## src/rtl/count_reporter_if.sv

```systemverilog
// count_reporter_if: digit inputs, report request and UART/status outputs of the count reporter
//   i_digits_a/b/c : 4-digit BCD count words, [15:12] most significant
//   i_send_now     : single-cycle immediate report request
//   o_tx           : 8N1 UART line, idle high
//   o_busy         : high while a frame is on the line
//   o_frame_done   : one-cycle pulse at the end of a frame
interface count_reporter_if;
    logic [15:0] i_digits_a;
    logic [15:0] i_digits_b;
    logic [15:0] i_digits_c;
    logic        i_send_now;
    logic        o_tx;
    logic        o_busy;
    logic        o_frame_done;
    modport master (
        output i_digits_a, i_digits_b, i_digits_c, i_send_now,
        input  o_tx, o_busy, o_frame_done
    );
    modport slave (
        input  i_digits_a, i_digits_b, i_digits_c, i_send_now,
        output o_tx, o_busy, o_frame_done
    );
endinterface

```

## src/rtl/count_reporter.sv

```systemverilog
// count_reporter: snapshots three BCD count words and sends "A=dddd B=dddd C=dddd\r\n" over 8N1 UART
//   clk     : system clock, rising edge
//   reset_n : asynchronous active-low reset
//   bus     : count_reporter_if.slave (digit words, send_now in; tx, busy, frame_done out)
module count_reporter #(
    parameter int CLKS_PER_BIT  = 868,
    parameter int REPORT_CYCLES = 100_000_000
) (
    input logic             clk,
    input logic             reset_n,
    count_reporter_if.slave bus
);
    localparam int BW = $clog2(CLKS_PER_BIT);
    localparam int TW = $clog2(REPORT_CYCLES);
    localparam logic [BW-1:0] BAUD_LAST  = BW'(CLKS_PER_BIT - 1);
    localparam logic [TW-1:0] TIMER_LAST = TW'(REPORT_CYCLES - 1);

    typedef enum logic [1:0] {IDLE, START, DATA, STOP} state_t;

    state_t        r_state;
    logic [BW-1:0] r_baud;
    logic [2:0]    r_bit;
    logic [4:0]    r_byte;
    logic [TW-1:0] r_timer;
    logic          r_pending;
    logic [47:0]   r_snap;
    logic [7:0]    r_shift;
    logic          r_tx;
    logic          r_busy;
    logic          r_done;

    logic          w_tick;
    logic          w_baud_end;
    logic [175:0]  w_line;
    logic [7:0]    w_byte;

    // Digits above 9 are not valid BCD and are reported as '?'
    function automatic logic [7:0] asc(input logic [3:0] n);
        return (n > 4'd9) ? 8'h3F : {4'h3, n};
    endfunction

    assign w_tick     = r_timer == TIMER_LAST;
    assign w_baud_end = r_baud == BAUD_LAST;

    assign w_line = {8'h41, 8'h3D,
                     asc(r_snap[47:44]), asc(r_snap[43:40]), asc(r_snap[39:36]), asc(r_snap[35:32]),
                     8'h20, 8'h42, 8'h3D,
                     asc(r_snap[31:28]), asc(r_snap[27:24]), asc(r_snap[23:20]), asc(r_snap[19:16]),
                     8'h20, 8'h43, 8'h3D,
                     asc(r_snap[15:12]), asc(r_snap[11:8]), asc(r_snap[7:4]), asc(r_snap[3:0]),
                     8'h0D, 8'h0A};

    // Byte 0 sits in the top octet of the line
    assign w_byte = w_line[(21 - int'(r_byte)) * 8 +: 8];

    assign bus.o_tx         = r_tx;
    assign bus.o_busy       = r_busy;
    assign bus.o_frame_done = r_done;

    // Free-running period timer; never held by an ongoing frame
    always_ff @(posedge clk or negedge reset_n) begin
        if (!reset_n) r_timer <= '0;
        else          r_timer <= w_tick ? '0 : r_timer + 1'b1;
    end

    // A trigger arriving in the same cycle the request is consumed stays queued
    always_ff @(posedge clk or negedge reset_n) begin
        if (!reset_n) r_pending <= 1'b0;
        else          r_pending <= w_tick | bus.i_send_now | (r_pending & (r_state != IDLE));
    end

    always_ff @(posedge clk or negedge reset_n) begin
        if (!reset_n) begin
            r_state <= IDLE;
            r_baud  <= '0;
            r_bit   <= '0;
            r_byte  <= '0;
            r_snap  <= '0;
            r_shift <= '0;
            r_tx    <= 1'b1;
            r_busy  <= 1'b0;
            r_done  <= 1'b0;
        end else begin
            r_done <= 1'b0;
            case (r_state)
                IDLE: if (r_pending) begin
                    r_state <= START;
                    r_baud  <= '0;
                    r_byte  <= '0;
                    r_snap  <= {bus.i_digits_a, bus.i_digits_b, bus.i_digits_c};
                    r_tx    <= 1'b0;
                    r_busy  <= 1'b1;
                end
                START: if (w_baud_end) begin
                    r_state <= DATA;
                    r_baud  <= '0;
                    r_bit   <= '0;
                    r_tx    <= w_byte[0];
                    r_shift <= {1'b0, w_byte[7:1]};
                end else begin
                    r_baud <= r_baud + 1'b1;
                end
                DATA: if (w_baud_end) begin
                    r_baud  <= '0;
                    r_bit   <= r_bit + 1'b1;
                    r_shift <= {1'b0, r_shift[7:1]};
                    r_tx    <= r_shift[0];
                    if (r_bit == 3'd7) begin
                        r_state <= STOP;
                        r_tx    <= 1'b1;
                    end
                end else begin
                    r_baud <= r_baud + 1'b1;
                end
                STOP: if (w_baud_end) begin
                    r_baud <= '0;
                    if (r_byte == 5'd21) begin
                        r_state <= IDLE;
                        r_byte  <= '0;
                        r_busy  <= 1'b0;
                        r_done  <= 1'b1;
                    end else begin
                        r_state <= START;
                        r_byte  <= r_byte + 1'b1;
                        r_tx    <= 1'b0;
                    end
                end else begin
                    r_baud <= r_baud + 1'b1;
                end
                default: r_state <= IDLE;
            endcase
        end
    end
endmodule

```

## src/flat_wrapper.sv

```systemverilog
// flat-port wrapper written by rule: the top's interface ports become plain ports
module count_reporter_flat 
#(
    parameter int CLKS_PER_BIT  = 868,
    parameter int REPORT_CYCLES = 100_000_000
)
  (clk, reset_n, bus_i_digits_a, bus_i_digits_b, bus_i_digits_c, bus_i_send_now, bus_o_tx, bus_o_busy, bus_o_frame_done);
  count_reporter_if bus_i ();
  input logic clk;
  input logic reset_n;
  input wire logic [$bits(bus_i.i_digits_a)-1:0] bus_i_digits_a;
  input wire logic [$bits(bus_i.i_digits_b)-1:0] bus_i_digits_b;
  input wire logic [$bits(bus_i.i_digits_c)-1:0] bus_i_digits_c;
  input wire logic [$bits(bus_i.i_send_now)-1:0] bus_i_send_now;
  output wire logic [$bits(bus_i.o_tx)-1:0] bus_o_tx;
  output wire logic [$bits(bus_i.o_busy)-1:0] bus_o_busy;
  output wire logic [$bits(bus_i.o_frame_done)-1:0] bus_o_frame_done;
  assign bus_i.i_digits_a = bus_i_digits_a;
  assign bus_i.i_digits_b = bus_i_digits_b;
  assign bus_i.i_digits_c = bus_i_digits_c;
  assign bus_i.i_send_now = bus_i_send_now;
  assign bus_o_tx = bus_i.o_tx;
  assign bus_o_busy = bus_i.o_busy;
  assign bus_o_frame_done = bus_i.o_frame_done;
  count_reporter #(.CLKS_PER_BIT(CLKS_PER_BIT), .REPORT_CYCLES(REPORT_CYCLES)) u_core (.clk(clk), .reset_n(reset_n), .bus(bus_i));
endmodule
```

## config.mk

```make
export PLATFORM = sky130hd
export DESIGN_NAME = count_reporter_flat
export DESIGN_NICKNAME = d
export VERILOG_FILES = /design/src/rtl/count_reporter_if.sv /design/src/rtl/count_reporter.sv /design/src/flat_wrapper.sv
export SDC_FILE = /design/constraint.sdc
export NUM_CORES = 1
export LEC_CHECK = 0
export ABC_AREA = 1
export BUFFER_PORTS_ARGS = -buffer_cell sky130_fd_sc_hd__buf_2
export CORE_MARGIN = 8
export CORE_UTILIZATION = 35
export DETAILED_ROUTE_END_ITERATION = 8
export PLACE_DENSITY_LB_ADDON = 0.05
export SYNTH_ARGS = -nofsm -noshare
export SYNTH_HDL_FRONTEND = slang
export SYNTH_SLANG_ARGS = --single-unit
```

## constraint.sdc

```tcl
create_clock -name clk -period 2.5 [get_ports clk]
set_input_delay 0.375 -clock clk [delete_from_list [all_inputs] [get_ports clk]]
set_output_delay 0.375 -clock clk [all_outputs]
set_load 0.01 [all_outputs]
```

==> results.json, run 1 <==
{
  "syn_avg_cell_area_um2": 7.85,
  "io_buffers": 53,
  "root_buffer": "clkbuf_16",
  "peakVddDrop_uv": 386,
  "worstSetupPathType": "reg -> reg",
  "hold_buffers": 0,
  "worstPathRequired_ns": 2.77,
  "hold_viol": 0,
  "place_ws_ns": 0.454,
  "grt_setup_unrepaired": "false",
  "yosys.area_share.xor_xnor_pct": 2.65,
  "numCtsBuffers": 9,
  "ios": 54,
  "finalSetupViolations": 0,
  "post_drt_via_cell_ratio": 5.00,
  "clockBufferDepth": 2,
  "ys.warnings.count": 0,
  "synth_edf_count": 0,
  "synth_top_area_cell": "dfrtp_1",
  "overflow": 0,
  "die-height_um": 146,
  "power.density_mw_per_mm2": 914,
  "setup_slack_ns": 0.433,
  "initial_core_util_pct": 35.9,
  "maxCapViolCount": 0,
  "fillCellCount": 1742,
  "layout.nets": 879,
  "place_area_mm2": 0.00653,
  "async_reset_ff_share_pct": 100,
  "critPathSlowestCell": "dfrtp_1",
  "ff2ff_path_depth": 10,
  "syn_area_mm2": 0.00595,
  "drt-total-wl_um": 15500,
  "yosys.area_share.adder_pct": 2.73,
  "avgRoutedWirePerCell_um": 15.0,
  "dieArea_mm2": 0.0214,
  "setup.worst_path.end": "u_core.r_shift[4]",
  "crit_start": "u_core.r_byte[1]",
  "fmax_mhz": 484,
  "cts-resized-gates": 0,
  "period_share_pct": 82.7,
  "startpoint_type": "flip-flop",
  "netlist-cell-type-count": 45,
  "drtIter0Drc": 377,
  "drt_first_pass_iters": 5,
  "synth_top_area_share_pct": 43.7,
  "synth_ff_type": "dfrtp_1",
  "cts_tree": "built",
  "yosysSeqAreaShare_pct": 44.2,
  "ctsHtreeMaxLevel": 3,
  "worst-path-max-fanout": 15,
  "area_delta_synth_final_pct": 14.3,
  "fin_setup_tns_ns": 0,
  "grt_pass1_vias": 5113,
  "dieWidth_um": 146,
  "synth_compound_area_share_pct": 12.0,
  "clock-sinks": 105,
  "hold_path.class": "in -> async",
  "critPathCaptureType": "flip-flop",
  "synth.mux.area_fraction_pct": 3.03,
  "postRouteAntennaNets": 0,
  "max_stage_delay_ns": 0.45,
  "ys_ff_latch": 105,
  "grt_max_degree": 55,
  "drcViolationCount": 0,
  "grt_pass1_wl_um": 26500,
  "r2r_start": "u_core.r_byte[1]",
  "path_cells": "ha_1 > nor2_2 > nor2_4 > nor2_4 > nand2_1 > nand2_1 > nand2_1 > o21ai_1 > o2111ai_1 > a21boi_0",
  "final_area_mm2": 0.00680,
  "diodes": 0,
  "slew_headroom_pct": 64.4,
  "drv_slew": 0,
  "syn-instance-count": 758,
  "dp.final_hpwl_um": 11900,
  "synth_top_family_by_area": "simple AND/OR/NAND/NOR gates",
  "rrSetupSlack_ns": 0.43,
  "status": "finished clean",
  "row_count": 47,
  "skew_ns": 0.00554,
  "clk_pin_slew_ns": 0.07,
  "grt_usage_pct": 15.0,
  "syn_nets": 822,
  "critPathArrivalTime_ns": 2.33,
  "r2r_end": "u_core.r_shift[4]",
  "cellLeakagePower_nw": 3.26,
  "synth_simple_gate_area_share_pct": 27.6,
  "gp_congestion": 0.901,
  "postCtsSetupRepairBufs": 0,
  "drive_gt1_share_pct": 16.5,
  "fin_crit_ns": 2.07,
  "tightest_slew_ns": 0.530,
  "clk_latency_ns": 0.35,
  "cp_common_cell": "nand2_1",
  "antenna_found_initial": 0,
  "core_area_mm2": 0.0166,
  "synth_area_leaders": "dfrtp_1 44%, nand2_1 8.7%, nor2_1 6.4%",
  "dr_total_vias": 5187
}
## layout by cell type (no fill, tap or decap), types with 3 or more instances in the layout
cell       instances
xor2_1            14
nor2_1           101
nor3_1            20
o211ai_1           6
nor3b_1            3
inv_1             89
clkbuf_16          9
nor2_4             5
nor2_2             9
nand4_1           18
buf_2             52
nor4_1             5
a21oi_1           64
xnor2_1            4
buf_12             3
o21ai_1            4
buf_4             11
mux2_2            16
inv_2              8
o21a_1             3
nor3_2             3
ha_1              13
o21ai_0           36
nand2_2            5
dfrtp_1          104
nand2_1          137
nand3_1           49
## through the flow
stage | power (mW) | utilization, % | std cells | hold slack (ns)
6_report | 6.22 | 41.0 | 1038 | 0.00790
4_1_cts | 6.30 | 41.0 | 1038 | 0.0236
3_3_place_gp | 4.88 | 39.4 | 1024 | 0.401
5_1_grt | 6.72 | 41.0 | 1038 | 0.0283
2_1_floorplan | 4.17 | - | 758 | 0.0794
3_5_place_dp | 4.91 | 39.4 | 1024 | 0.404
## power by group
group          switching [mW]  total, mW  internal (mW)  leakage, nW
Sequential              0.306       2.47           2.17         1.30
Clock                   0.630       1.35          0.717        0.133
Combinational            1.49       2.40          0.908         1.83
Total                    2.42       6.22           3.79         3.26
## critical path: cells and delay by family, from the launching register on
family / cells / cell delay, ns
AO/OA/AOI/OAI: 3 / 0.59
adder cells (fa/ha/maj): 1 / 0.26
flip-flops: 1 / 0.45
AND/OR/NAND/NOR: 6 / 0.70
## Yosys cell counts, types with 2 or more instances
cell type / count
nor2_2: 9
o21bai_1: 2
xor2_1: 14
dfrtp_1: 104
ha_1: 13
nor3_2: 3
nand2_2: 4
nor3_1: 20
inv_2: 8
mux2_2: 16
a21oi_1: 64
a21boi_1: 2
o211ai_1: 6
o21ai_0: 36
inv_1: 89
nand3_1: 49
o21ai_1: 4
xnor2_1: 4
a21boi_0: 2
buf_6: 2
nor4_1: 5
nor3b_1: 3
nor2_1: 101
nand4_1: 18
o21a_1: 3
nand2_1: 138
or2_2: 2
buf_2: 8
clkbuf_1: 9
nor2_4: 5
## flip-flops by register name, summed over array words and instances, names as in the netlist
signal / count
u_core.r_snap: 48
u_core.r_timer: 27
u_core.r_baud: 10
u_core.r_shift: 6
u_core.r_byte: 5
u_core.r_bit: 3
u_core.r_state: 2
u_core.bus.o_busy: 1
u_core.bus.o_frame_done: 1
u_core.bus.o_tx: 1
u_core.r_pending: 1
## per-layer routing
layer  wire, um  GRT usage [%]
met4        198           4.79
met1       7960           21.8
met3        706           2.72
met2       6650           22.0
met5          0              0
## cell families (layout without fill, tap and decap cells)
family | count (synthesis) | count (layout)
AO/OA/AOI/OAI | 128 | 128
XOR/XNOR | 18 | 18
adder cells (fa/ha/maj) | 13 | 13
buffers and inverters | 117 | 177
flip-flops | 105 | 105
multiplexers | 16 | 16
AND/OR/NAND/NOR | 361 | 361
## area by class of cell
class                   instances  area [um2]  share of cell area [%]
clock inverters                 3        17.5                   0.257
flip-flops and latches        105        2630                    38.6
repair buffers                 66         403                    5.92
well taps                     220         275                    4.05
multi-input cells             536        2860                    42.1
clock buffers                  11         253                    3.72
inverters                      97         364                    5.35
## how the worst min path moves through the flow
| stage | start | endpoint | slack, ns | cells past startpoint |
|---|---|---|---|---|
| 6_report | reset_n | u_core.r_snap[43] | 0.008 | 2 |
| 3_3_place_gp | reset_n | u_core.r_snap[43] | 0.40 | 2 |
| 2_1_floorplan | reset_n | u_core.bus.o_busy | 0.08 | 0 |
| 4_1_cts | reset_n | u_core.r_snap[42] | 0.02 | 2 |
| 5_1_grt | reset_n | u_core.r_snap[43] | 0.03 | 2 |
| 3_5_place_dp | reset_n | u_core.r_snap[42] | 0.40 | 2 |
(Power assumes the default switching activity.)
==> run 2, diff against run 1 <==
==> constraint.sdc (replaced) <==
create_clock -name clk -period 1.9 [get_ports clk]
set_input_delay 0.285 -clock clk [delete_from_list [all_inputs] [get_ports clk]]
set_output_delay 0.285 -clock clk [all_outputs]
set_load 0.01 [all_outputs]
==> results.json, run 2 (synthesis gave the netlist of run 1 again) <==
{
  "root_buffer": "clkbuf_16",
  "io_buffers": 53,
  "hold_start": "bus_i_send_now",
  "dp.final_hpwl_um": 12400,
  "largest_reg_flops": 48,
  "worstHoldEndpoint": "u_core.r_pending",
  "maxCapViolCount": 0,
  "area_delta_synth_final_pct": 21.6,
  "ios": 54,
  "period_share_pct": 96.5,
  "ff2ff_path_depth": 9,
  "hold_viol": 0,
  "dieWidth_um": 146,
  "die-height_um": 146,
  "clock-sinks": 105,
  "post_drt_via_cell_ratio": 4.89,
  "layout.nets": 920,
  "grt_usage_pct": 15.2,
  "power.density_mw_per_mm2": 1200,
  "fmax_mhz": 545,
  "startpoint_type": "flip-flop",
  "cts_tree": "built",
  "status": "finished clean",
  "drt_first_pass_iters": 5,
  "peakVddDrop_uv": 575,
  "drtIter0Drc": 336,
  "fin_crit_ns": 1.83,
  "finalSetupViolations": 0,
  "drt-total-wl_um": 16100,
  "antenna_found_initial": 0,
  "final_area_mm2": 0.00724,
  "r2r_start": "u_core.r_state[0]",
  "initial_core_util_pct": 35.9,
  "worstSetupPathType": "reg -> reg",
  "overflow": 0,
  "grt_setup_unrepaired": "true",
  "worstPathRequired_ns": 2.19,
  "slew_headroom_pct": 66.7,
  "tightest_slew_ns": 0.495,
  "worst-path-max-fanout": 10,
  "gp_congestion": 0.907,
  "place_area_mm2": 0.00679,
  "ctsHtreeMaxLevel": 3,
  "largestRegisters": "u_core.r_snap: 48 flops, u_core.r_timer: 27 flops, u_core.r_baud: 10 flops",
  "core_area_mm2": 0.0166,
  "clk_latency_ns": 0.36,
  "cellLeakagePower_nw": 3.50,
  "hold_path.class": "in -> reg",
  "drcViolationCount": 0,
  "layout_commonest_cell": "nand2_1",
  "r2r_end": "u_core.r_shift[0]",
  "dpl.cell_count": 1058,
  "rrSetupSlack_ns": 0.07,
  "clk_pin_slew_ns": 0.07,
  "dieArea_mm2": 0.0214,
  "min_delay_path_depth": 2,
  "dr_total_vias": 5286,
  "postRouteAntennaNets": 0,
  "grt_pass1_wl_um": 26600,
  "final_cell_mix": "137 x nand2_1, 103 x dfrtp_1, 95 x nor2_1",
  "numCtsBuffers": 9,
  "critPathCaptureType": "flip-flop",
  "critPathArrivalTime_ns": 2.12,
  "grt_max_degree": 48,
  "avgRoutedWirePerCell_um": 14.9,
  "skew_ns": 0.00838,
  "clockBufferDepth": 2,
  "fillCellCount": 1710,
  "drive_gt1_share_pct": 22.2,
  "drv_slew": 0,
  "row_count": 47,
  "fin_cells": 1081,
  "top_register": "u_core.r_snap",
  "grt_pass1_vias": 5139,
  "diodes": 0
}
==> run 2: changes by cell type in the layout (fill, tap and decap cells not counted), sizes merged <==
cell         change
clkbuf           -2
buf             +40
inv              +3
dlygate4sd3      +1
bufinv           +1
==> run 2: layout make-up <==
class	count	area (um2)	share of cell area, %
Multi-Input combinational cell	536	2940	40.6
Sequential cell	105	2630	36.3
Timing Repair Buffer	107	721	9.96
Inverter	97	364	5.03
Tap cell	220	275	3.80
Clock buffer	9	225	3.11
Clock inverter	7	83.8	1.16
==> run 2: metal layers <==
metal  track usage (%)  share of wire, %
met5                 0                 0
met4              4.59               1.2
met2              22.4                43
met1              21.1                50
met3              4.36               5.5
==> run 2: critical path, stage by stage, from the launching register on <==
cell and delay (ns):
dfrtp_1 0.39, inv_1 0.07, buf_4 0.14, ha_1 0.22
buf_4 0.18, nor2_1 0.14, inv_1 0.13, a21oi_1 0.21
nand3_2 0.15, a21boi_1 0.14
==> run 2: timing repair <==
item / 4_1_cts / 5_1_grt
buffers inserted: 1 / 5
hold endpoints to repair: 28 / 0
setup endpoints to repair: 2 / 14
hold buffers: 1 / 0
pin swaps: 2 / 1
resized for setup: 3 / 20
==> run 2: worst max path at each step <==
stage                      start                 to  slack, ns
2_1_floorplan   u_core.r_byte[1]  u_core.r_shift[1]      -0.02
3_3_place_gp    u_core.r_byte[1]  u_core.r_shift[0]     -0.009
3_5_place_dp    u_core.r_byte[1]  u_core.r_shift[0]     -0.007
4_1_cts         u_core.r_byte[1]  u_core.r_shift[2]       0.01
5_1_grt         u_core.r_byte[1]  u_core.r_shift[0]      -0.05
6_report       u_core.r_state[0]  u_core.r_shift[0]       0.07
==> run 2: where the power goes <==
part	switching [mW]	internal, mW
sequential	0.377	2.85
combinational	2.05	1.44
clock	0.904	1.05
total	3.33	5.34
==> run 2: metrics by stage <==
stage                     worst slack [ns]  util (%)  TNS [ns]  hold slack [ns]  total power, mW
after global routing               -0.0514      43.6    -0.126            0.130             9.36
after detailed placement          -0.00663      40.9  -0.00895            0.266             6.68
final                               0.0658      43.6         0            0.134             8.67
after CTS                           0.0110      43.0         0            0.121             8.72
after global placement            -0.00915      40.9  -0.00915            0.266             6.63
after floorplan                    -0.0161         -   -0.0374          -0.0106             5.51
